`src/rtl/router_pkg.sv`:
```
// -----------------------------------------------------------------------------
// router_pkg
//   Shared constants, types and helpers for the router output synchroniser.
//   - ROUTER_NUM_CH / ROUTER_TIMEOUT : default channel count and unread timeout.
//   - ROUTER_MAX_CH                  : widest channel vector the onehot helper
//                                      can produce.
//   - tmo_state_t                    : per-channel timeout FSM state.
//   - onehot(addr, n)                : one-hot vector with bit 'addr' set when
//                                      addr < n, all zeros otherwise.
// -----------------------------------------------------------------------------
package router_pkg;

  localparam int ROUTER_NUM_CH  = 3;
  localparam int ROUTER_TIMEOUT = 30;
  localparam int ROUTER_MAX_CH  = 32;

  // COUNT: watching for consecutive unread-valid cycles.
  // PULSE: driving the channel soft reset for the configured number of cycles.
  typedef enum logic {
    TMO_COUNT = 1'b0,
    TMO_PULSE = 1'b1
  } tmo_state_t;

  // Out-of-range addresses decode to all zeros so a bad address can never
  // steer a write anywhere.
  function automatic logic [ROUTER_MAX_CH-1:0] onehot(input int unsigned addr,
                                                      input int unsigned n);
    logic [ROUTER_MAX_CH-1:0] v;
    v = '0;
    if (addr < n) v = ROUTER_MAX_CH'(1) << addr;
    return v;
  endfunction

endpackage

```
`src/rtl/router_sync_tmo.sv`:
```
// -----------------------------------------------------------------------------
// router_sync_tmo
//   Timeout supervisor for one output channel. Counts consecutive clock edges
//   on which the channel holds valid data that nobody reads. After TIMEOUT such
//   edges it enters PULSE for exactly SR_HOLD cycles (the parent decodes PULSE
//   as the channel soft reset) and sets a sticky timeout flag.
//
// Parameters
//   TIMEOUT  consecutive qualifying edges before the pulse fires (>=1)
//   SR_HOLD  pulse width in cycles (>=1)
//
// Ports
//   clock        in   rising-edge clock
//   resetn       in   asynchronous active-low reset
//   qualify      in   valid data present and not being read this cycle
//   timeout_clr  in   clear the sticky flag (a simultaneous new timeout wins)
//   state        out  current FSM state (also used as the soft-reset source)
//   timeout_sts  out  sticky timeout flag
// -----------------------------------------------------------------------------
module router_sync_tmo
  import router_pkg::*;
#(
  parameter int TIMEOUT = ROUTER_TIMEOUT,
  parameter int SR_HOLD = 1
) (
  input  logic       clock,
  input  logic       resetn,
  input  logic       qualify,
  input  logic       timeout_clr,
  output tmo_state_t state,
  output logic       timeout_sts
);

  // Counter is sized to hold TIMEOUT, so it can never wrap before firing.
  localparam int CW = $clog2(TIMEOUT + 1);
  localparam int HW = $clog2(SR_HOLD + 1);
  localparam logic [CW-1:0] CNT_LAST  = CW'(TIMEOUT - 1);
  localparam logic [HW-1:0] HOLD_LAST = HW'(SR_HOLD - 1);

  logic [CW-1:0] cnt;
  logic [HW-1:0] hold;
  logic          fire;

  // The TIMEOUT-th consecutive qualifying edge starts the pulse.
  assign fire = (state == TMO_COUNT) && qualify && (cnt == CNT_LAST);

  always_ff @(posedge clock or negedge resetn) begin
    if (!resetn) begin
      state <= TMO_COUNT;
      cnt   <= '0;
      hold  <= '0;
    end else begin
      case (state)
        TMO_COUNT: begin
          if (!qualify) begin
            cnt <= '0;
          end else if (cnt == CNT_LAST) begin
            state <= TMO_PULSE;
            cnt   <= '0;
            hold  <= '0;
          end else begin
            cnt <= cnt + 1'b1;
          end
        end
        TMO_PULSE: begin
          // Pulse width is fixed; channel activity is ignored while it runs.
          // The edge that ends the pulse is not counted as a qualifying edge.
          if (hold == HOLD_LAST) begin
            state <= TMO_COUNT;
            hold  <= '0;
          end else begin
            hold <= hold + 1'b1;
          end
        end
        default: begin
          state <= TMO_COUNT;
          cnt   <= '0;
          hold  <= '0;
        end
      endcase
    end
  end

  // Sticky flag: setting takes priority over clearing on the same edge.
  always_ff @(posedge clock or negedge resetn) begin
    if (!resetn) begin
      timeout_sts <= 1'b0;
    end else if (fire) begin
      timeout_sts <= 1'b1;
    end else if (timeout_clr) begin
      timeout_sts <= 1'b0;
    end
  end

endmodule

```
`src/rtl/router_sync_n.sv`:
```
// -----------------------------------------------------------------------------
// router_sync_n
//   Synchroniser between the router FSM/register stage and NUM_CH output FIFOs.
//   Latches the destination address from the packet header, steers the FSM
//   write request to the addressed FIFO, returns that FIFO's full flag, flags
//   addresses with no FIFO behind them, and soft-resets any FIFO whose valid
//   data sits unread for TIMEOUT cycles.
//
// Parameters
//   NUM_CH   number of output channels (>=1)
//   ADDR_W   address field width, 2**ADDR_W >= NUM_CH
//   TIMEOUT  consecutive unread-valid cycles before a soft reset (>=1)
//   SR_HOLD  soft reset pulse width in cycles (>=1)
//
// Ports
//   clock          in   rising-edge clock
//   resetn         in   asynchronous active-low reset
//   detect_add     in   header present, latch data_in as the address
//   data_in        in   destination address
//   write_enb_reg  in   FSM write request
//   read_enb       in   per-channel FIFO read enable
//   full           in   per-channel FIFO full
//   empty          in   per-channel FIFO empty
//   timeout_clr    in   clear all sticky timeout flags
//   vld_out        out  per-channel data valid (~empty), combinational
//   write_enb      out  one-hot FIFO write enable, combinational
//   fifo_full      out  full flag of the addressed FIFO, combinational
//   addr_err       out  latched address has no FIFO (registered)
//   soft_reset     out  per-channel FIFO soft reset (registered)
//   timeout_sts    out  sticky per-channel timeout flag (registered)
//
// vld_out is a level, not a handshake: a channel counts as "valid" on any
// cycle its FIFO is non-empty, and "read" on any cycle read_enb is high for it.
// A cycle with valid high and read low is an unread-valid cycle.
// -----------------------------------------------------------------------------
module router_sync_n
  import router_pkg::*;
#(
  parameter int NUM_CH  = ROUTER_NUM_CH,
  parameter int ADDR_W  = 2,
  parameter int TIMEOUT = ROUTER_TIMEOUT,
  parameter int SR_HOLD = 1
) (
  input  logic              clock,
  input  logic              resetn,
  input  logic              detect_add,
  input  logic [ADDR_W-1:0] data_in,
  input  logic              write_enb_reg,
  input  logic [NUM_CH-1:0] read_enb,
  input  logic [NUM_CH-1:0] full,
  input  logic [NUM_CH-1:0] empty,
  input  logic              timeout_clr,
  output logic [NUM_CH-1:0] vld_out,
  output logic [NUM_CH-1:0] write_enb,
  output logic              fifo_full,
  output logic              addr_err,
  output logic [NUM_CH-1:0] soft_reset,
  output logic [NUM_CH-1:0] timeout_sts
);

  // ---------------------------------------------------------------------------
  // Elaboration-time parameter checks
  // ---------------------------------------------------------------------------
  generate
    if (NUM_CH < 1 || NUM_CH > ROUTER_MAX_CH) begin : g_bad_num_ch
      $error("router_sync_n: NUM_CH must be in 1..%0d", ROUTER_MAX_CH);
    end
    if (ADDR_W < 1 || (1 << ADDR_W) < NUM_CH) begin : g_bad_addr_w
      $error("router_sync_n: ADDR_W too narrow to address NUM_CH channels");
    end
    if (TIMEOUT < 1) begin : g_bad_timeout
      $error("router_sync_n: TIMEOUT must be >= 1");
    end
    if (SR_HOLD < 1) begin : g_bad_sr_hold
      $error("router_sync_n: SR_HOLD must be >= 1");
    end
  endgenerate

  // NUM_CH widened by one bit so the range compare is exact even when
  // NUM_CH == 2**ADDR_W.
  localparam logic [ADDR_W:0] NUM_CH_EXT = (ADDR_W + 1)'(NUM_CH);

  // ---------------------------------------------------------------------------
  // Address latch
  // ---------------------------------------------------------------------------
  logic [ADDR_W-1:0] addr_q;
  logic              addr_valid;
  logic              addr_ok;

  always_ff @(posedge clock or negedge resetn) begin
    if (!resetn) begin
      addr_q     <= '0;
      addr_valid <= 1'b0;
      addr_err   <= 1'b0;
    end else if (detect_add) begin
      addr_q     <= data_in;
      addr_valid <= 1'b1;
      addr_err   <= ({1'b0, data_in} >= NUM_CH_EXT);
    end
  end

  // Steering always uses the registered address: a header and a write request
  // in the same cycle still go to the previously latched channel.
  assign addr_ok = addr_valid & ~addr_err;

  // ---------------------------------------------------------------------------
  // Steering
  // ---------------------------------------------------------------------------
  logic sel_full;

  assign vld_out   = ~empty;
  assign write_enb = (write_enb_reg & addr_ok) ? NUM_CH'(onehot(32'(addr_q), NUM_CH))
                                               : '0;

  always_comb begin
    sel_full = 1'b0;
    for (int i = 0; i < NUM_CH; i++) begin
      if (addr_q == ADDR_W'(i)) sel_full = full[i];
    end
  end

  assign fifo_full = addr_ok & sel_full;

  // ---------------------------------------------------------------------------
  // Per-channel timeout supervisors
  // ---------------------------------------------------------------------------
  tmo_state_t tmo_state [NUM_CH];

  for (genvar i = 0; i < NUM_CH; i++) begin : g_ch
    router_sync_tmo #(
      .TIMEOUT (TIMEOUT),
      .SR_HOLD (SR_HOLD)
    ) u_tmo (
      .clock       (clock),
      .resetn      (resetn),
      .qualify     (vld_out[i] & ~read_enb[i]),
      .timeout_clr (timeout_clr),
      .state       (tmo_state[i]),
      .timeout_sts (timeout_sts[i])
    );

    // The state register itself is the soft reset, so the output is glitch-free
    // and drops immediately with resetn.
    assign soft_reset[i] = (tmo_state[i] == TMO_PULSE);
  end

endmodule

```
`config.mk`:
```
export PLATFORM = sky130hd
export DESIGN_NAME = router_sync_n
export DESIGN_NICKNAME = d
export VERILOG_FILES = /design/src/rtl/router_pkg.sv /design/src/rtl/router_sync_tmo.sv /design/src/rtl/router_sync_n.sv
export SDC_FILE = /design/constraint.sdc
export NUM_CORES = 1
export LEC_CHECK = 0
export ABC_AREA = 0
export CORE_UTILIZATION = 55
export CTS_BUF_LIST = sky130_fd_sc_hd__clkbuf_4
export DETAILED_ROUTE_END_ITERATION = 10
export DONT_BUFFER_PORTS = 1
export GPL_TIMING_DRIVEN = 0
export PLACE_DENSITY = 0.81
export SLEW_MARGIN = 15
export SYNTH_ARGS = -nofsm -noshare
export SYNTH_HDL_FRONTEND = slang
export SYNTH_SLANG_ARGS = --single-unit
```
`constraint.sdc`:
```
create_clock -name clock -period 1.2 [get_ports clock]
set_input_delay 0.06 -clock clock [delete_from_list [all_inputs] [get_ports clock]]
set_output_delay 0.06 -clock clock [all_outputs]
set_load 0.02 [all_outputs]
```
Word-level counts from Yosys, hierarchy flattened

Index checks and enable logic that the tools add are counted.

$add $sub $neg: 6
Multiply operators: 0
Divide/modulo/power cells: 0
$lt $le $gt $ge: 2
Eq/ne operators: 11
Shift-type cells: 1
Mux-type cells: 39
Bitwise logic cells: 14
Reduce and logical (&&, ||, !) cells: 13

Operators by type and width:

| cell                                                     | number |
|---|---|
| 2-to-1 mux 5 bit                                         | 6 |
| 2-to-1 mux 1 bit                                         | 25 |
| adder 5 x 1 -> 5 bit, second input constant              | 3 |
| equality test 5 bit, second input constant               | 3 |
| one-hot mux 1 bit (2 select lines)                       | 6 |
| NOT 1 bit                                                | 7 |
| bitwise AND 1 bit                                        | 6 |
| logical AND 1 bit                                        | 6 |
| 2-to-1 mux 3 bit                                         | 2 |
| inequality test 2 x 1 -> 1 bit, second input constant    | 3 |
| inequality test 2 bit, second input constant             | 3 |
| AND reduction 2 bit                                      | 3 |
| nonzero test 2 bit                                       | 3 |
| adder 1 bit, second input constant                       | 3 |
| NOT 3 bit                                                | 1 |
| left shift 1 x 2 -> 3 bit, first input constant          | 1 |
| equality test 2 x 1 -> 1 bit, second input constant      | 1 |
| equality test 2 bit, second input constant               | 1 |
| greater-or-equal comparator 2 bit, second input constant | 1 |
| logical NOT 2 bit                                        | 1 |
| less-than comparator 2 bit, second input constant        | 1 |

Register bits after elaboration: 28
Latch bits: 0
RAM bits: 0
Bits in read-only memories: 0
Bits of input ports: 16
Output and inout bits: 14
Word-level logic and storage cells: 101
Memories kept: 0

Logic depth before layout (Yosys ltp)

Gate-level depths: netlist (run 1).

Depth in word-level cells: 5
Mapped depth: 5
Depth with buffers taken out: 5

Modules after synthesis

From an unflattened synthesis (run 1), not the netlist that was laid out.

Cell total of the unflattened synthesis: 126
Area total of the unflattened synthesis: 1221.2 µm²

By module, submodules not included:

| module          | instances | cells each | area an instance (µm²) | sequential area each (µm²) |
|---|---|---|---|---|
| router_sync_tmo | 3         | 34         | 334.1                  | 175.2 |
| router_sync_n   | 1         | 24         | 219.0                  | 100.1 |

Worst setup path before layout (run 1)

No wires, ideal clock.

Path type: register to output
From: register addr_err
To: output write_enb[1]
Data arrival time: 1.192 ns
Required time: 1.140 ns
Setup slack: -0.052 ns
Stages on the path, launching flop included: 4
Path buffers: 0
Path through: dfrtp_1 > inv_1 > nand3_1 > nor3b_1

Word-level cells in the longest chain between the ends: 4

RTL lines:

| what                     | line                 | RTL |
|---|---|---|
| start: declaration       | router_sync_n.sv:56  | `output logic addr_err,` |
| start signal: assignment | router_sync_n.sv:98  | `addr_err <= ({1'b0, data_in} >= NUM_CH_EXT);` |
| NOT 1 bit                | router_sync_n.sv:104 | `assign addr_ok = addr_valid & ~addr_err;` |
| bitwise AND 1 bit        | router_sync_n.sv:104 |  |
| bitwise AND 1 bit        | router_sync_n.sv:112 | `assign write_enb = (write_enb_reg & addr_ok) ? NUM_CH'(onehot(32'(addr_q), NUM_CH))` |
| 2-to-1 mux 3 bit         | router_sync_n.sv:112 |  |
| end: declaration         | router_sync_n.sv:54  | `output logic [NUM_CH-1:0] write_enb,` |

No other way between the ends.

Final worst setup path (run 1)

Same ends and word-level chain as after synthesis.

==> results_dict.tcl, run 1 <==
set metrics [dict create \
    multiInputGateArea_um2 823.3 \
    syn_area_per_cell_um2 10.15 \
    synthXorXnorAreaFrac_pct 0 \
    clkLatencyLatePin_ns 0.33 \
    ys_warn_count 0 \
    cp.arrival_ns 1.35 \
    status "complete, but fails checks" \
    setup_ws_ns -0.2085 \
    violations "negative setup slack" \
    vias 1153 \
    yosysSeqAreaShare_pct 47.04 \
    rsz0062_at_grt "true" \
    dieArea_um2 2619 \
    cp-end-kind "output pin" \
    wl_um 3596 \
    dpl.hpwl_um 1789 \
    drive_gt1_share_pct 44.59 \
    syn_inst 131 \
    endpoint "write_enb[1]" \
    grt_pass1_wl_um 4809 \
    worstRegToRegCells 5 \
    fill_cells 130 \
    clock_path_buffers 2 \
    post-route-min-period_ns 1.409 \
    rrSetupSlack_ns -0.13 \
    cp-start-kind "register" \
    chipWidth_um 51.18 \
    synth_top_family_by_area "simple AND/OR/NAND/NOR gates" \
    core_um2 2255 \
    numPortBuffers 0 \
    synth_fp_nets 153 \
    holdWs_ns 0.0005936 \
    r2r-start "g_ch[0].u_tmo.cnt[1]" \
    hold_class "input pin to register" \
    path_clk_slew_ns 0.14 \
    regArea_um2 633.1 \
    leakage_nw 0.7960 \
    finalHoldViolCount 0 \
    cp_max_fo 3 \
    synth-compound-area-share_pct 11.95 \
    htree_levels 1 \
    cap_violations 0 \
    post_drt_wl_per_cell_um 19.44 \
    antenna_cells 0 \
    cts_tree "yes" \
    grt-ovfl-total 0 \
    syn_area_um2 1330 \
    globalplace.congestion 0.7806 \
    first_global_vias 1114 \
    top_layer "met4" \
    antenna_found_initial 0 \
    drtIter0Drc 22 \
    fmax_mhz 710.0 \
    dr.pass1.iters 4 \
    maxSlewHeadroom_pct 76.55 \
    ant_nets 0 \
    row_count 17 \
    clkSinkCount 25 \
    cts_buffers 3 \
    finalCritPeriodShare_pct 117.4 \
    die_h_um 51.18 \
    synth-seq-cells 25 \
    synth_fa_ha_area_share_pct 5.644 \
    setup_viol 18 \
    worstMarginPinSlew_ns 0.3518 \
    met2_length_um 2144 \
    drv_slew 0 \
    route.detailed.drc 0 \
    clockRootBuffer "clkbuf_4" \
    p_per_area_nw_per_um2 852.0 \
    via_per_inst 6.232 \
    crit_required_ns 1.14 \
    synthToLayoutAreaGrowth_pct 38.48 \
    tns_ns -1.476 \
    reg2reg_to "g_ch[0].u_tmo.timeout_sts" \
    m1WireLength_um 1183 \
    synthMuxAreaShare_pct 4.704 \
    setup.worst_path.class "register to output pin" \
    finalClockSkew_ns 0.005639 \
    synthDistinctLibCells 32 \
    initial_core_util_pct 58.99 \
    synthSimpleGateAreaFrac_pct 22.58 \
    max-vdd-ir-drop_v 0.0009934 \
    grt_usage_pct 25.34 \
    crit_start "addr_err" \
    grt_max_degree 26 \
    layout.nets 180 \
    dr_wl_met3_um 175 \
    io_pins 30 \
]
==> cells in the mapped netlist, drive strengths merged <==
cell type	n	area share [%]
nand3b	2	1.4
a32o	1	0.75
or2	3	1.4
o22ai	1	0.47
and3	1	0.47
mux2i	4	3.0
nand2	15	4.2
ha	6	5.6
inv	14	4.0
a31oi	1	0.47
o31ai	2	1.1
mux2	2	1.7
nor2	7	2.2
nand4	8	4.9
nor3	1	0.38
o311ai	5	4.4
nand3	8	3.0
dfrtp	25	47
o21ai	8	3.0
nor3b	2	1.1
buf	8	4.1
or3	1	0.47
a21o	3	1.7
nor4	3	3.0
==> layout make-up <==
class,count,share of cell area (%)
Buffer,8,2.989
Clock buffer,4,1.630
Inverter,14,2.853
Multi-Input combinational cell,84,44.70
Sequential cell,25,34.37
Tap cell,28,1.902
Timing Repair Buffer,22,11.55
==> per-layer routing <==
| layer | vias to the layer above | global-route usage (%) |
|---|---|---|
| li1 | 515 | - |
| met1 | 574 | 25.93 |
| met2 | 52 | 50.88 |
| met3 | 12 | 7.143 |
| met4 | 0 | 3.241 |
| met5 | - | 0 |
==> flip-flops by register name, summed over array words and instances (netlist names) <==
name and cells:
g_ch.u_tmo.cnt 15, addr_valid 1, addr_q 2, g_ch.u_tmo.state 3, g_ch.u_tmo.timeout_sts 3, addr_err 1
==> critical path, stage by stage (launching register included) <==
cell and delay, ns:
dfrtp_2 0.49, inv_2 0.10, nand3_4 0.12, nor3b_4 0.31
==> how the worst min path moves through the flow <==
| stage | end | start | cells past startpoint |
|---|---|---|---|
| finish | g_ch[0].u_tmo.cnt[0] | read_enb[0] | 3 |
| detailed placement | addr_valid | resetn | 0 |
| global route | g_ch[0].u_tmo.cnt[0] | read_enb[0] | 3 |
| global placement | g_ch[1].u_tmo.cnt[2] | resetn | 0 |
| floorplan | addr_err | resetn | 0 |
| CTS | g_ch[0].u_tmo.cnt[2] | read_enb[0] | 3 |
==> repair_timing <==
item                                    in CTS  in global routing
buffers inserted                             9                  1
endpoints found under the setup margin      19                 24
pin swaps                                    7                  4
gates resized for setup                     26                 34
hold endpoints to repair                    37                  0
hold buffers                                12                  0
==> stage by stage <==
stage / area (um^2) / instances / utilization, % / total power (W) / setup slack (ns)
2_1_floorplan: 1333 / 131 / - / 0.0009837 / -0.05167
3_3_place_gp: 1368 / 159 / 60.65 / 0.0009966 / -0.1097
3_5_place_dp: 1368 / 159 / 60.65 / 0.001002 / -0.1442
4_1_cts: 1684 / 184 / 74.69 / 0.001509 / -0.1724
5_1_grt: 1842 / 185 / 81.69 / 0.001616 / -0.2499
6_report: 1842 / 185 / 81.69 / 0.001569 / -0.2085
==> power breakdown <==
group / switching [W] / internal [W] / leakage [nW]
Combinational: 0.000135 / 0.000120 / 0.450
Sequential: 0.0000320 / 0.000864 / 0.327
Clock: 0.000266 / 0.000153 / 0.0184
Total: 0.000432 / 0.00114 / 0.796
==> cells in the final DEF, fill, tap and decap left out, types with 3 or more instances in the layout <==
master	n
dfrtp_2	6
nor2_1	6
clkbuf_4	4
buf_4	14
nand4_1	7
ha_4	4
dfrtp_1	19
o311ai_2	3
inv_1	11
dlygate4sd3_1	11
inv_2	3
a21o_1	3
nand3_1	5
nand2_1	13
o21ai_2	5
mux2i_1	4
==> cell families (layout without fill, tap and decap cells) <==
group	count (synthesis)	count (layout)
simple gates	51	51
flops	25	25
buf+inv	22	48
compound gates	21	21
fa+ha+maj	6	6
mux	6	6
No activity file was read; power rests on OpenSTA's default activity.
==> run 2, diff against run 1 <==
- CORE_UTILIZATION: 55 -> 48
- PLACE_DENSITY: 0.81 -> 0.73
==> results_dict.tcl, run 2 (synthesis gave the netlist of run 1 again) <==
set metrics [dict create \
    chipWidth_um 54.64 \
    reg2reg_to "g_ch[1].u_tmo.timeout_sts" \
    row_count 18 \
    cp_max_fo 3 \
    finalClockSkew_ns 0.008421 \
    io_pins 30 \
    clockRootBuffer "clkbuf_4" \
    grt_pass1_wl_um 4512 \
    cp-end-kind "output pin" \
    dp.cells 161 \
    fill_cells 183 \
    fin_cells 189 \
    slowest_stage "dfrtp_2" \
    htree_levels 1 \
    crit_start "addr_err" \
    first_global_vias 1033 \
    leakage_nw 0.7981 \
    drtIter0Drc 12 \
    cp.arrival_ns 1.33 \
    finalHoldViolCount 0 \
    rrSetupSlack_ns -0.09 \
    layout.nets 182 \
    vias 1092 \
    maxSlewHeadroom_pct 71.59 \
    fmax_mhz 721.1 \
    grt_usage_pct 21.50 \
    path_cells "inv_2 -> nand3_4 -> nor3b_4" \
    cap_violations 0 \
    final_common_cell "dfrtp_1" \
    cp-start-kind "register" \
    top_register "g_ch.u_tmo.cnt" \
    dr.pass1.iters 4 \
    post-route-min-period_ns 1.387 \
    max-vdd-ir-drop_v 0.0007508 \
    grt_max_degree 26 \
    clkLatencyLatePin_ns 0.32 \
    regArea_um2 630.6 \
    hold_class "input pin to asynchronous set/reset pin" \
    cts_buffers 3 \
    ant_nets 0 \
    setup.worst_path.class "register to output pin" \
    worstMarginPinSlew_ns 0.4246 \
    finalPower_w 0.001539 \
    worstRegToRegCells 6 \
    cts_tree "yes" \
    mostFrequentLayoutCells "dfrtp_1, buf_4, inv_1, nand2_1, dlygate4sd3_1" \
    clock_path_buffers 2 \
    initial_core_util_pct 52.26 \
    p_per_area_nw_per_um2 851.7 \
    dieArea_um2 2986 \
    rsz0062_at_grt "true" \
    clkSinkCount 25 \
    drv_slew 0 \
    dpl.hpwl_um 1726 \
    largest_reg_flops 15 \
    numPortBuffers 0 \
    critPathMaxStageDelay_ns 0.48 \
    die_h_um 54.64 \
    holdWs_ns 0.1450 \
    synthToLayoutAreaGrowth_pct 35.84 \
    cp_num_buf_inv 1 \
    setup_ws_ns -0.1868 \
    post_drt_wl_per_cell_um 14.44 \
    finalCritPeriodShare_pct 115.6 \
    setup_viol 13 \
    antenna_found_initial 0 \
    route.detailed.drc 0 \
    reg.largest.list "g_ch.u_tmo.cnt (15), g_ch.u_tmo.state (3), g_ch.u_tmo.timeout_sts (3)" \
    cp_top_family "flip-flops" \
    drive_gt1_share_pct 40.25 \
    r2r-start "g_ch[1].u_tmo.cnt[1]" \
    multiInputGateArea_um2 777.0 \
    grt-ovfl-total 0 \
    violations "negative setup slack" \
    path_clk_slew_ns 0.14 \
    wl_um 2730 \
    core_um2 2545 \
    antenna_cells 0 \
    crit_required_ns 1.14 \
    tns_ns -0.9348 \
    status "complete, but fails checks" \
    via_per_inst 5.778 \
    globalplace.congestion 0.8102 \
]
## run 2: cell types whose count changed in the layout (fill, tap and decap cells not counted), moves of 2 or more
cell,change
dfrtp_1,+2
dfrtp_2,-2
inv_2,-2
ha_2,+2
buf_4,+3
ha_4,-2
o311ai_4,-2
inv_1,+2
## run 2: what timing repair did
action	CTS	global route
endpoints found under the hold margin	45	0
resized for setup	24	24
endpoints found under the setup margin	23	24
hold buffers	12	0
buffers inserted	11	1
pin swaps	8	10
## run 2: report_power, final
group	leakage (nW)	internal, W	switching [W]
combinational	0.449	0.000119	0.000128
sequential	0.330	0.000863	0.0000287
clock	0.0184	0.000152	0.000248
total	0.798	0.00113	0.000405
## run 2: worst max-delay path by stage
stage | endpoint | cells past startpoint
6_report | write_enb[2] | 3
5_1_grt | write_enb[2] | 3
4_1_cts | write_enb[2] | 3
3_5_place_dp | g_ch[1].u_tmo.timeout_sts | 5
3_3_place_gp | write_enb[1] | 3
2_1_floorplan | write_enb[1] | 3
## run 2: through the flow
step | area, um^2 | worst slack, ns | utilization [%]
after floorplan | 1333 | -0.05167 | -
after global placement | 1370 | -0.1076 | 53.83
after detailed placement | 1370 | -0.1474 | 53.83
after CTS | 1705 | -0.2120 | 67.01
after global routing | 1807 | -0.2537 | 70.99
final | 1807 | -0.1868 | 70.99
## run 2: routing by layer
layer | part of all wire (%) | GRT usage, % | up-vias
met5 | 0 | 0 | -
met4 | 0.55 | 4.701 | 0
met2 | 52 | 34.34 | 27
li1 | - | - | 517
met3 | 4.2 | 5.833 | 2
met1 | 43 | 28.92 | 546
## run 2: final cells by class
type	instances	share of cell area (%)
inverters	14	2.909
plain buffers	8	3.047
flip-flops and latches	25	34.90
well taps	30	2.078
multi-input cells	84	43.01
clock buffers	4	1.662
repair buffers	24	12.40
## run 2: worst register-to-register path: stages (launching register included)
cell     delay, ns
dfrtp_1       0.42
inv_1         0.07
ha_2          0.16
nand4_1       0.11
buf_4         0.17
nor4_4        0.19
a21o_1        0.12
